$ cat config.mk
export PLATFORM = sky130hd
export DESIGN_NAME = e1_tx_phy_mc
export DESIGN_NICKNAME = d
export VERILOG_FILES = /design/src/rtl/e1_defs.sv /design/src/rtl/e1_tx_phy_ch.sv /design/src/rtl/e1_tx_phy_io.sv /design/src/rtl/e1_tx_phy_mc.sv
export SDC_FILE = /design/constraint.sdc
export NUM_CORES = 1
export LEC_CHECK = 0
export ABC_AREA = 0
export BUFFER_PORTS_ARGS = -buffer_cell sky130_fd_sc_hd__buf_4
export CAP_MARGIN = 20
export CORE_MARGIN = 3
export CORE_UTILIZATION = 35
export CTS_CLUSTER_DIAMETER = 200
export CTS_CLUSTER_SIZE = 10
export DETAILED_ROUTE_END_ITERATION = 6
export PLACE_DENSITY = 0.64
export SLEW_MARGIN = 40
export SYNTH_ARGS = -nofsm -noshare
export SYNTH_HDL_FRONTEND = slang
export SYNTH_HIERARCHICAL = 1
export SYNTH_SLANG_ARGS = --single-unit
export TNS_END_PERCENT = 30
$ cat constraint.sdc
create_clock -name clk -period 1.7 [get_ports clk]
set_input_delay 0.085 -clock clk [delete_from_list [all_inputs] [get_ports clk]]
set_output_delay 0.085 -clock clk [all_outputs]
set_load 0.02 [all_outputs]
$ cat src/rtl/e1_defs.sv
// Shared constants for the E1 TX PHY: pulse state encodings and counter sizing.
// Optional build macro: E1_TX_PHY_TRISTATE_EN (pads tristated while disabled).
package e1_defs;

  localparam int CNT_W       = 4;
  localparam int PULSE_W_MIN = 1;
  localparam int PULSE_W_MAX = (1 << CNT_W) - 1;

  typedef enum logic [1:0] {
    IDLE   = 2'd0,
    MARK_P = 2'd1,
    MARK_N = 2'd2
  } pulse_st_t;

  // Out-of-range widths saturate rather than wrapping the counter.
  function automatic logic [CNT_W-1:0] pulse_load(input int w);
    if (w < PULSE_W_MIN) return CNT_W'(PULSE_W_MIN);
    if (w > PULSE_W_MAX) return CNT_W'(PULSE_W_MAX);
    return CNT_W'(w);
  endfunction

endpackage

$ cat src/rtl/e1_tx_phy_ch.sv
// One E1 TX channel: HDB3 symbol to RZ mark pulse generator with sticky errors.
// Stage 1 of the pad path; the pad register lives in e1_tx_phy_io.
module e1_tx_phy_ch
  import e1_defs::*;
#(
  parameter int PULSE_W = 7
) (
  input  logic clk,
  input  logic rst,
  input  logic ch_en,
  input  logic tx_stb,
  input  logic tx_hi,
  input  logic tx_lo,
  input  logic err_clr,
  output logic mark_hi,
  output logic mark_lo,
  output logic err_conflict,
  output logic err_overrun
);

  localparam logic [CNT_W-1:0] LOAD = pulse_load(PULSE_W);

  pulse_st_t        state;
  pulse_st_t        state_n;
  logic [CNT_W-1:0] cnt;
  logic [CNT_W-1:0] cnt_n;
  logic             conf_set;
  logic             ovr_set;
  logic             sym_p;
  logic             sym_n;
  logic             sym_x;

  assign sym_p = tx_hi & ~tx_lo;
  assign sym_n = tx_lo & ~tx_hi;
  assign sym_x = tx_hi & tx_lo;

  always_ff @(posedge clk or posedge rst) begin
    if (rst) begin
      state <= IDLE;
      cnt   <= '0;
    end else begin
      state <= state_n;
      cnt   <= cnt_n;
    end
  end

  always_comb begin
    state_n  = state;
    cnt_n    = cnt;
    conf_set = 1'b0;
    ovr_set  = 1'b0;
    if (!ch_en) begin
      state_n = IDLE;
      cnt_n   = '0;
    end else begin
      unique case (state)
        MARK_P, MARK_N: begin
          cnt_n = cnt - 1'b1;
          if (cnt == CNT_W'(1)) state_n = IDLE;
        end
        default: ;
      endcase
      // A new mark always wins over the running pulse.
      if (tx_stb) begin
        conf_set = sym_x;
        if (sym_p || sym_n) begin
          state_n = sym_p ? MARK_P : MARK_N;
          cnt_n   = LOAD;
          ovr_set = (cnt != '0);
        end
      end
    end
  end

  assign mark_hi = (state == MARK_P);
  assign mark_lo = (state == MARK_N);

  always_ff @(posedge clk or posedge rst) begin
    if (rst) begin
      err_conflict <= 1'b0;
      err_overrun  <= 1'b0;
    end else begin
      if (conf_set)     err_conflict <= 1'b1;
      else if (err_clr) err_conflict <= 1'b0;
      if (ovr_set)      err_overrun  <= 1'b1;
      else if (err_clr) err_overrun  <= 1'b0;
    end
  end

endmodule

$ cat src/rtl/e1_tx_phy_io.sv
// Registered output pad cell (iCE40 SB_IO registered-output equivalent).
// With E1_TX_PHY_TRISTATE_EN the output enable is registered as well.
module e1_tx_phy_io (
  input  logic clk,
  input  logic rst,
  input  logic d,
`ifdef E1_TX_PHY_TRISTATE_EN
  input  logic oe,
`endif
  output logic pad
);

  logic q;

  always_ff @(posedge clk or posedge rst) begin
    if (rst) q <= 1'b0;
    else     q <= d;
  end

`ifdef E1_TX_PHY_TRISTATE_EN
  logic oe_q;

  always_ff @(posedge clk or posedge rst) begin
    if (rst) oe_q <= 1'b0;
    else     oe_q <= oe;
  end

  assign pad = oe_q ? q : 1'bz;
`else
  assign pad = q;
`endif

endmodule

$ cat src/rtl/e1_tx_phy_mc.sv
// Multi-channel E1 TX PHY: N_CH pulse generators feeding registered pads.
// Build macro E1_TX_PHY_TRISTATE_EN tristates pads of disabled channels.
module e1_tx_phy_mc
  import e1_defs::*;
#(
  parameter int N_CH    = 1,
  parameter int PULSE_W = 7
) (
  input  logic            clk,
  input  logic            rst,
  input  logic [N_CH-1:0] tx_hi,
  input  logic [N_CH-1:0] tx_lo,
  input  logic [N_CH-1:0] tx_stb,
  input  logic [N_CH-1:0] ch_en,
  input  logic [N_CH-1:0] err_clr,
  output logic [N_CH-1:0] pad_tx_hi,
  output logic [N_CH-1:0] pad_tx_lo,
  output logic [N_CH-1:0] err_conflict,
  output logic [N_CH-1:0] err_overrun
);

  for (genvar i = 0; i < N_CH; i++) begin : g_ch
    logic mark_hi;
    logic mark_lo;

    e1_tx_phy_ch #(
      .PULSE_W (PULSE_W)
    ) u_ch (
      .clk          (clk),
      .rst          (rst),
      .ch_en        (ch_en[i]),
      .tx_stb       (tx_stb[i]),
      .tx_hi        (tx_hi[i]),
      .tx_lo        (tx_lo[i]),
      .err_clr      (err_clr[i]),
      .mark_hi      (mark_hi),
      .mark_lo      (mark_lo),
      .err_conflict (err_conflict[i]),
      .err_overrun  (err_overrun[i])
    );

    e1_tx_phy_io u_io_hi (
      .clk (clk),
      .rst (rst),
      .d   (mark_hi),
`ifdef E1_TX_PHY_TRISTATE_EN
      .oe  (ch_en[i]),
`endif
      .pad (pad_tx_hi[i])
    );

    e1_tx_phy_io u_io_lo (
      .clk (clk),
      .rst (rst),
      .d   (mark_lo),
`ifdef E1_TX_PHY_TRISTATE_EN
      .oe  (ch_en[i]),
`endif
      .pad (pad_tx_lo[i])
    );
  end

endmodule

==> summary.md, run 1 <==
| Metric | Value |
|---|---|
| Largest net degree at the start of global routing | 10 |
| H-tree Lvls | 1 |
| Post-Layout Cell Count | 79 |
| Setup TNS | 0 ns |
| Sw Share | 0.278 |
| Slew HR | 0.779 |
| Wire length on met1 | 428 µm |
| Crit path from | g_ch[0].u_ch/state[0] |
| Worst setup EP type | flop |
| Mapped Nets | 65 |
| Combinational Power Share | 0.214 |
| Dpl hpwl | 714 µm |
| Worst Path Arrival | 1.58 ns |
| Count of final max-slew check failures | 0 |
| Root Driver | clkbuf_4 |
| Antenna cells | 0 |
| Initial drt markers | 2 |
| Worst-margin pin slew | 0.327 ns |
| Initial Util | 0.395 |
| Clock Skew | 0.00291 ns |
| Int Pwr | 400 µW |
| Routed wl met3 | 57 µm |
| Die W | 45.5 µm |
| Area contributors post-synth | dfrtp_1, ha_1, inv_1 |
| CP required | 1.85 ns |
| Type of the worst min-delay path | input port to flop |
| Post-synthesis sequential element count | 10 |
| Predominant post-synthesis flop cell | dfrtp_1 |
| Gr usage total | 0.106 |
| Count of input and output buffers | 10 |
| Max Fclk | 0.697 GHz |
| Vias | 380 |
| Post-synthesis async set-or-reset flop share | 1.00 |
| Worst-Skew Late Latency | 0.26 ns |
| Post-CTS Setup Bufs | 0 |
| Die area | 2070 µm² |
| Post-Route WL | 906 µm |
| Final min period | 1.43 ns |
| Hold Violations, Final | 0 |
| Num CTS Buffers | 3 |
| Post-synthesis cell count | 51 |
| Final antenna-violating net count | 0 |
| Leakage | 0.341 nW |
| Cell variety after synth | 19 |
| Clk pin slew, worst setup/hold paths | 0.06 ns |
| Sequential share of the synthesized area | 0.459 |
| Synth top area share | 0.459 |
| Leading area contributor after synthesis | dfrtp_1 |
| Final Power | 555 µW |
| Avg WL per Cell | 11.5 µm |
| Status | completed |
| PwrDens | 839 nW/µm² |
| Net Sw Power | 154 µW |
| # DRC | 0 |
| Place WS | 0.272 ns |
| I/O pin total | 11 |
| Number of enable flip-flop cells after synthesis | 0 |
| First-pass GRT wire length | 1.52 mm |
| Post-synth top cells | dfrtp_1, inv_1, ha_1, nand3_1 |
| Clock network power share | 0.284 |
| Max clock buf depth | 2 |
| Post-synthesis cell area | 546 µm² |
| Final net count | 80 |
| RSZ-0062 raised after global routing | false |
| Hold Path Origin | err_clr |
| Met2 routed WL | 416 µm |
| CP Launch Type | flop |
| Worst r2r src | g_ch[0].u_ch/state[0] |
| Routability cong. | 0.666 |
| Core ar. | 1380 µm² |
| Area Growth Syn to Fin | 21.1% |
| Yosys warns | 6 |
| Highest metal used | met4 |
| Max-cap violations | 0 |
| Final setup violating endpoints | 0 |
| Critical path peak fanout | 5 |
| Period utilization | 0.844 |
| Vias per std cell | 4.81 |
| Inst Count DP | 75 |
| Die Y | 45.5 µm |
| VDD IR-drop max | 422 µV |
| Vias in the first global route | 389 |
| Initial antenna violation count | 0 |
| Worst setup path class | flop to flop |
| Row cnt | 13 |
| CTS tree | done |
| Drt first pass iters | 2 |
| Clock sinks | 10 |
| Grt ovf | 0 |
| Syn avg cell area | 10.7 µm² |
| Seq pwr share | 0.502 |
| Share of cells above drive strength 1 | 0.219 |
| Final WS setup | 0.266 ns |
==> worst max-delay path, cell delays in order, from the launching register on <==
cell and delay [ns]:
dfrtp_1 0.37, inv_1 0.05, ha_1 0.37, nor4_2 0.26, xor2_1 0.09, and3_1 0.19
==> layout make-up <==
type | instances | area, µm²
fill | 144 | 722
sequential | 10 | 250
multi-input combinational | 30 | 246
timing repair buffer | 11 | 85.1
inverter | 10 | 37.5
clock buffer | 3 | 22.5
tap | 15 | 18.8
==> worst paths after layout <==
| check | endpoint | slack [ns] | cells past startpoint |
|---|---|---|---|
| worst max-delay path | g_ch[0].u_ch/cnt[3] | 0.27 | 5 |
| worst min-delay path | g_ch[0].u_ch/err_overrun | 0.02 | 2 |
| worst max register to register | g_ch[0].u_ch/cnt[3] | 0.27 | 5 |
| worst min register to register | g_ch[0].u_ch/err_conflict | 0.53 | 2 |
| max in group asynchronous | g_ch[0].u_ch/state[0] | 1.11 | 3 |
| min in group asynchronous | g_ch[0].u_io_hi/pad | 0.24 | 3 |
==> cells in the final DEF (no fill, tap or decap) <==
cell type | netlist | final
nand3_1 | 4 | 4
nor4b_1 | 1 | 1
xor2_1 | 2 | 2
a21boi_0 | 2 | 2
ha_1 | 7 | 7
inv_1 | 10 | 10
nor2b_1 | 2 | 2
nor3b_1 | 1 | 1
xnor2_1 | 1 | 1
nor4_2 | 1 | 1
o21ai_0 | 2 | 2
dfrtp_1 | 10 | 10
and3_1 | 1 | 1
dlygate4sd3_1 | 0 | 1
nand2b_1 | 1 | 1
mux2i_1 | 1 | 1
o21a_1 | 1 | 1
nand2_1 | 1 | 1
clkbuf_4 | 0 | 3
o22ai_1 | 2 | 2
buf_4 | 0 | 10
==> registers in the layout (all words and copies together) (netlist names) <==
register / flops
g_ch.u_ch/err_conflict: 1
g_ch.u_ch/err_overrun: 1
g_ch.u_ch/state: 2
g_ch.u_io_lo/pad: 1
g_ch.u_io_hi/pad: 1
g_ch.u_ch/cnt: 4
==> kinds of logic (layout without fill, tap and decap cells) <==
kind of cell,count (synthesis),in the layout,share of synthesized area
AO/OA/AOI/OAI,7,7,0.0826
XOR/XNOR,3,3,0.0482
adder cells (fa/ha/maj),7,7,0.161
buffers and inverters,11,24,0.0895
flip-flops,10,10,0.459
multiplexers,1,1,0.0183
AND/OR/NAND/NOR,12,12,0.142
==> metrics by stage <==
stage / hold slack [ns] / util / instance area [µm²]
floorplan: -0.186 / - / 546
global placement: -0.0578 / 0.454 / 628
detailed placement: -0.0539 / 0.454 / 628
CTS: 0.0133 / 0.478 / 661
global route: 0.0177 / 0.478 / 661
finish: 0.0236 / 0.478 / 661
==> routing by layer <==
metal,vias up,global-route usage
li1,194,-
met1,173,0.120
met2,11,0.167
met3,2,0.0593
met4,0,0.0351
met5,-,0
==> power by group through the flow <==
stage	sequential (mW)	clock (mW)	combinational (mW)
2_1_floorplan	0.288	0	0.0742
6_report	0.278	0.157	0.119
3_5_place_dp	0.283	0	0.120
4_1_cts	0.279	0.167	0.122
3_3_place_gp	0.282	0	0.118
5_1_grt	0.282	0.176	0.135
==> repair_timing <==
item / 4_1_cts / 5_1_grt
hold buffers: 1 / 0
resized for setup: 0 / 0
endpoints found under the hold margin: 10 / 0
(Power assumes the default switching activity.)
==> run 2: changes to the inputs <==
--- a/config.mk
+++ b/config.mk
@@ -13,7 +13,7 @@
 export CTS_CLUSTER_DIAMETER = 200
 export CTS_CLUSTER_SIZE = 10
 export DETAILED_ROUTE_END_ITERATION = 6
-export PLACE_DENSITY = 0.64
+export PLACE_DENSITY = 0.66
 export SLEW_MARGIN = 40
 export SYNTH_ARGS = -nofsm -noshare
 export SYNTH_HDL_FRONTEND = slang
==> constraint.sdc (replaced) <==
create_clock -name clk -period 1.3 [get_ports clk]
set_input_delay 0.065 -clock clk [delete_from_list [all_inputs] [get_ports clk]]
set_output_delay 0.065 -clock clk [all_outputs]
set_load 0.02 [all_outputs]
==> summary.md, run 2 (synthesis results as in run 1) <==
| Metric | Value |
|---|---|
| # DRC | 0 |
| Die Y | 45.5 µm |
| Combinational Power Share | 0.240 |
| Count of final max-slew check failures | 0 |
| Reg2Reg Depth | 4 |
| Dpl hpwl | 715 µm |
| CTS tree | done |
| Clock Skew | 0.000988 ns |
| Max clock buf depth | 2 |
| Inst Count DP | 77 |
| Drt first pass iters | 2 |
| Area Growth Syn to Fin | 30.7% |
| Vias in the first global route | 411 |
| Largest Register | g_ch.u_ch/cnt |
| Final WS setup | 0.0370 ns |
| Largest net degree at the start of global routing | 10 |
| Hold Path Origin | err_clr |
| CP cell instances | ha_4 > nor4_4 > xor2_1 > and3_1 |
| Hold Violations, Final | 0 |
| Worst Path Arrival | 1.46 ns |
| Sw Share | 0.284 |
| Die area | 2070 µm² |
| CP required | 1.50 ns |
| Num CTS Buffers | 3 |
| Int Pwr | 541 µW |
| Avg WL per Cell | 12.0 µm |
| Initial antenna violation count | 0 |
| H-tree Lvls | 1 |
| First-pass GRT wire length | 1.60 mm |
| Slew HR | 0.794 |
| Clock network power share | 0.265 |
| Post-CTS Setup Bufs | 0 |
| Antenna cells | 0 |
| Worst r2r src | g_ch[0].u_ch/state[1] |
| R2R Setup Slk | 0.04 ns |
| CP max stage delay | 0.44 ns |
| CP Launch Type | flop |
| Final min period | 1.26 ns |
| Vias per std cell | 4.78 |
| Worst r2r dst | g_ch[0].u_ch/cnt[3] |
| Leakage | 0.354 nW |
| Final setup violating endpoints | 0 |
| Initial Util | 0.395 |
| Worst-Skew Late Latency | 0.26 ns |
| Status | completed |
| Worst-case hold slack | 0.00341 ns |
| Hold Path End | g_ch[0].u_ch/err_conflict |
| Net Sw Power | 214 µW |
| Core ar. | 1380 µm² |
| Worst path buffer plus inverter count | 0 |
| Fin util | 0.516 |
| Root Driver | clkbuf_4 |
| Critical path peak fanout | 5 |
| Final antenna-violating net count | 0 |
| Setup TNS | 0 ns |
| Grt ovf | 0 |
| Multi-input logic area | 283 µm² |
| Final net count | 82 |
| Routability cong. | 0.731 |
| Worst-margin pin slew | 0.309 ns |
| Row cnt | 13 |
| Gr usage total | 0.111 |
| RSZ-0062 raised after global routing | true |
| Hold depth | 2 |
| Commonest non-fill, non-tap cells in the layout | buf_4, inv_1, dfrtp_1 |
| Die W | 45.5 µm |
| Post-Route WL | 969 µm |
| Commonest non-fill, non-tap cell in the layout | buf_4 |
| Number of fillers in the final layout | 128 |
| Type of the worst min-delay path | input port to flop |
| Biggest regs | g_ch.u_ch/cnt (4), g_ch.u_ch/state (2) |
| Max Fclk | 0.792 GHz |
| Clock sinks | 10 |
| Sequential cell area | 251 µm² |
| Period utilization | 0.972 |
| Initial drt markers | 3 |
| VDD IR-drop max | 636 µV |
| Share of cells above drive strength 1 | 0.303 |
| Vias | 387 |
| PwrDens | 1060 nW/µm² |
| Worst setup EP type | flop |
| Max-cap violations | 0 |
| Place WS | -0.0623 ns |
| Seq pwr share | 0.495 |
| I/O pin total | 11 |
| Clk pin slew, worst setup/hold paths | 0.06 ns |
| Worst setup path class | flop to flop |
| CP delay by family, top | flip-flops |
| Crit path max-delay cell type | dfrtp_2 |
| Post-Layout Cell Count | 81 |
| Max reg flops | 4 |
| Count of input and output buffers | 10 |
run 2: changes by cell type in the layout (fill, tap and decap cells not counted), sizes merged:
cell | before | now
buf | 10 | 12
run 2: worst max-delay path by stage:
stage | start | endpoint | slack (ns) | cells past startpoint
after floorplan | g_ch[0].u_ch/state[0] | g_ch[0].u_ch/cnt[3] | 0.01 | 5
after global routing | g_ch[0].u_ch/state[1] | g_ch[0].u_ch/cnt[3] | -0.03 | 4
final | g_ch[0].u_ch/state[1] | g_ch[0].u_ch/cnt[3] | 0.04 | 4
after CTS | g_ch[0].u_ch/state[0] | g_ch[0].u_ch/cnt[3] | 0.01 | 5
after global placement | g_ch[0].u_ch/state[0] | g_ch[0].u_ch/cnt[3] | 0.008 | 5
after detailed placement | g_ch[0].u_ch/state[0] | g_ch[0].u_ch/state[0] | -0.06 | 4
run 2: final cells by class:
cell class,instances,area share
clock buffers,3,0.0316
flip-flops and latches,10,0.353
inverters,10,0.0526
repair buffers,13,0.140
multi-input cells,30,0.396
well taps,15,0.0263
run 2: what timing repair did:
item | in CTS | in global routing
gates resized for setup | 2 | 3
setup endpoints to repair | 3 | 3
pin swaps | 0 | 4
endpoints found under the hold margin | 10 | 0
gates cloned | 0 | 0
hold buffers | 1 | 0
run 2: per-stage QoR:
| stage | total power [mW] | area [µm²] |
|---|---|---|
| CTS | 0.758 | 703 |
| detailed placement | 0.541 | 656 |
| finish | 0.756 | 713 |
| floorplan | 0.480 | 558 |
| global placement | 0.536 | 656 |
| global route | 0.806 | 713 |
run 2: worst register-to-register path, stage by stage, from the launching register on:
cell     delay, ns
dfrtp_2       0.44
ha_4          0.28
nor4_4        0.15
xor2_1        0.17
and3_1        0.16
run 2: power by group through the flow:
| stage | registers, mW | clock network, mW | logic (mW) |
|---|---|---|---|
| 6_report | 0.374 | 0.200 | 0.181 |
| 5_1_grt | 0.378 | 0.223 | 0.206 |
| 4_1_cts | 0.371 | 0.208 | 0.180 |
| 3_5_place_dp | 0.371 | 0 | 0.170 |
| 3_3_place_gp | 0.370 | 0 | 0.166 |
| 2_1_floorplan | 0.378 | 0 | 0.102 |
run 2: per-layer routing:
layer,up-vias,part of all wire,global-route usage
met5,-,0,0
met2,12,0.50,0.203
met4,0,0,0
met1,173,0.43,0.117
met3,0,0.071,0.0593
li1,202,-,-
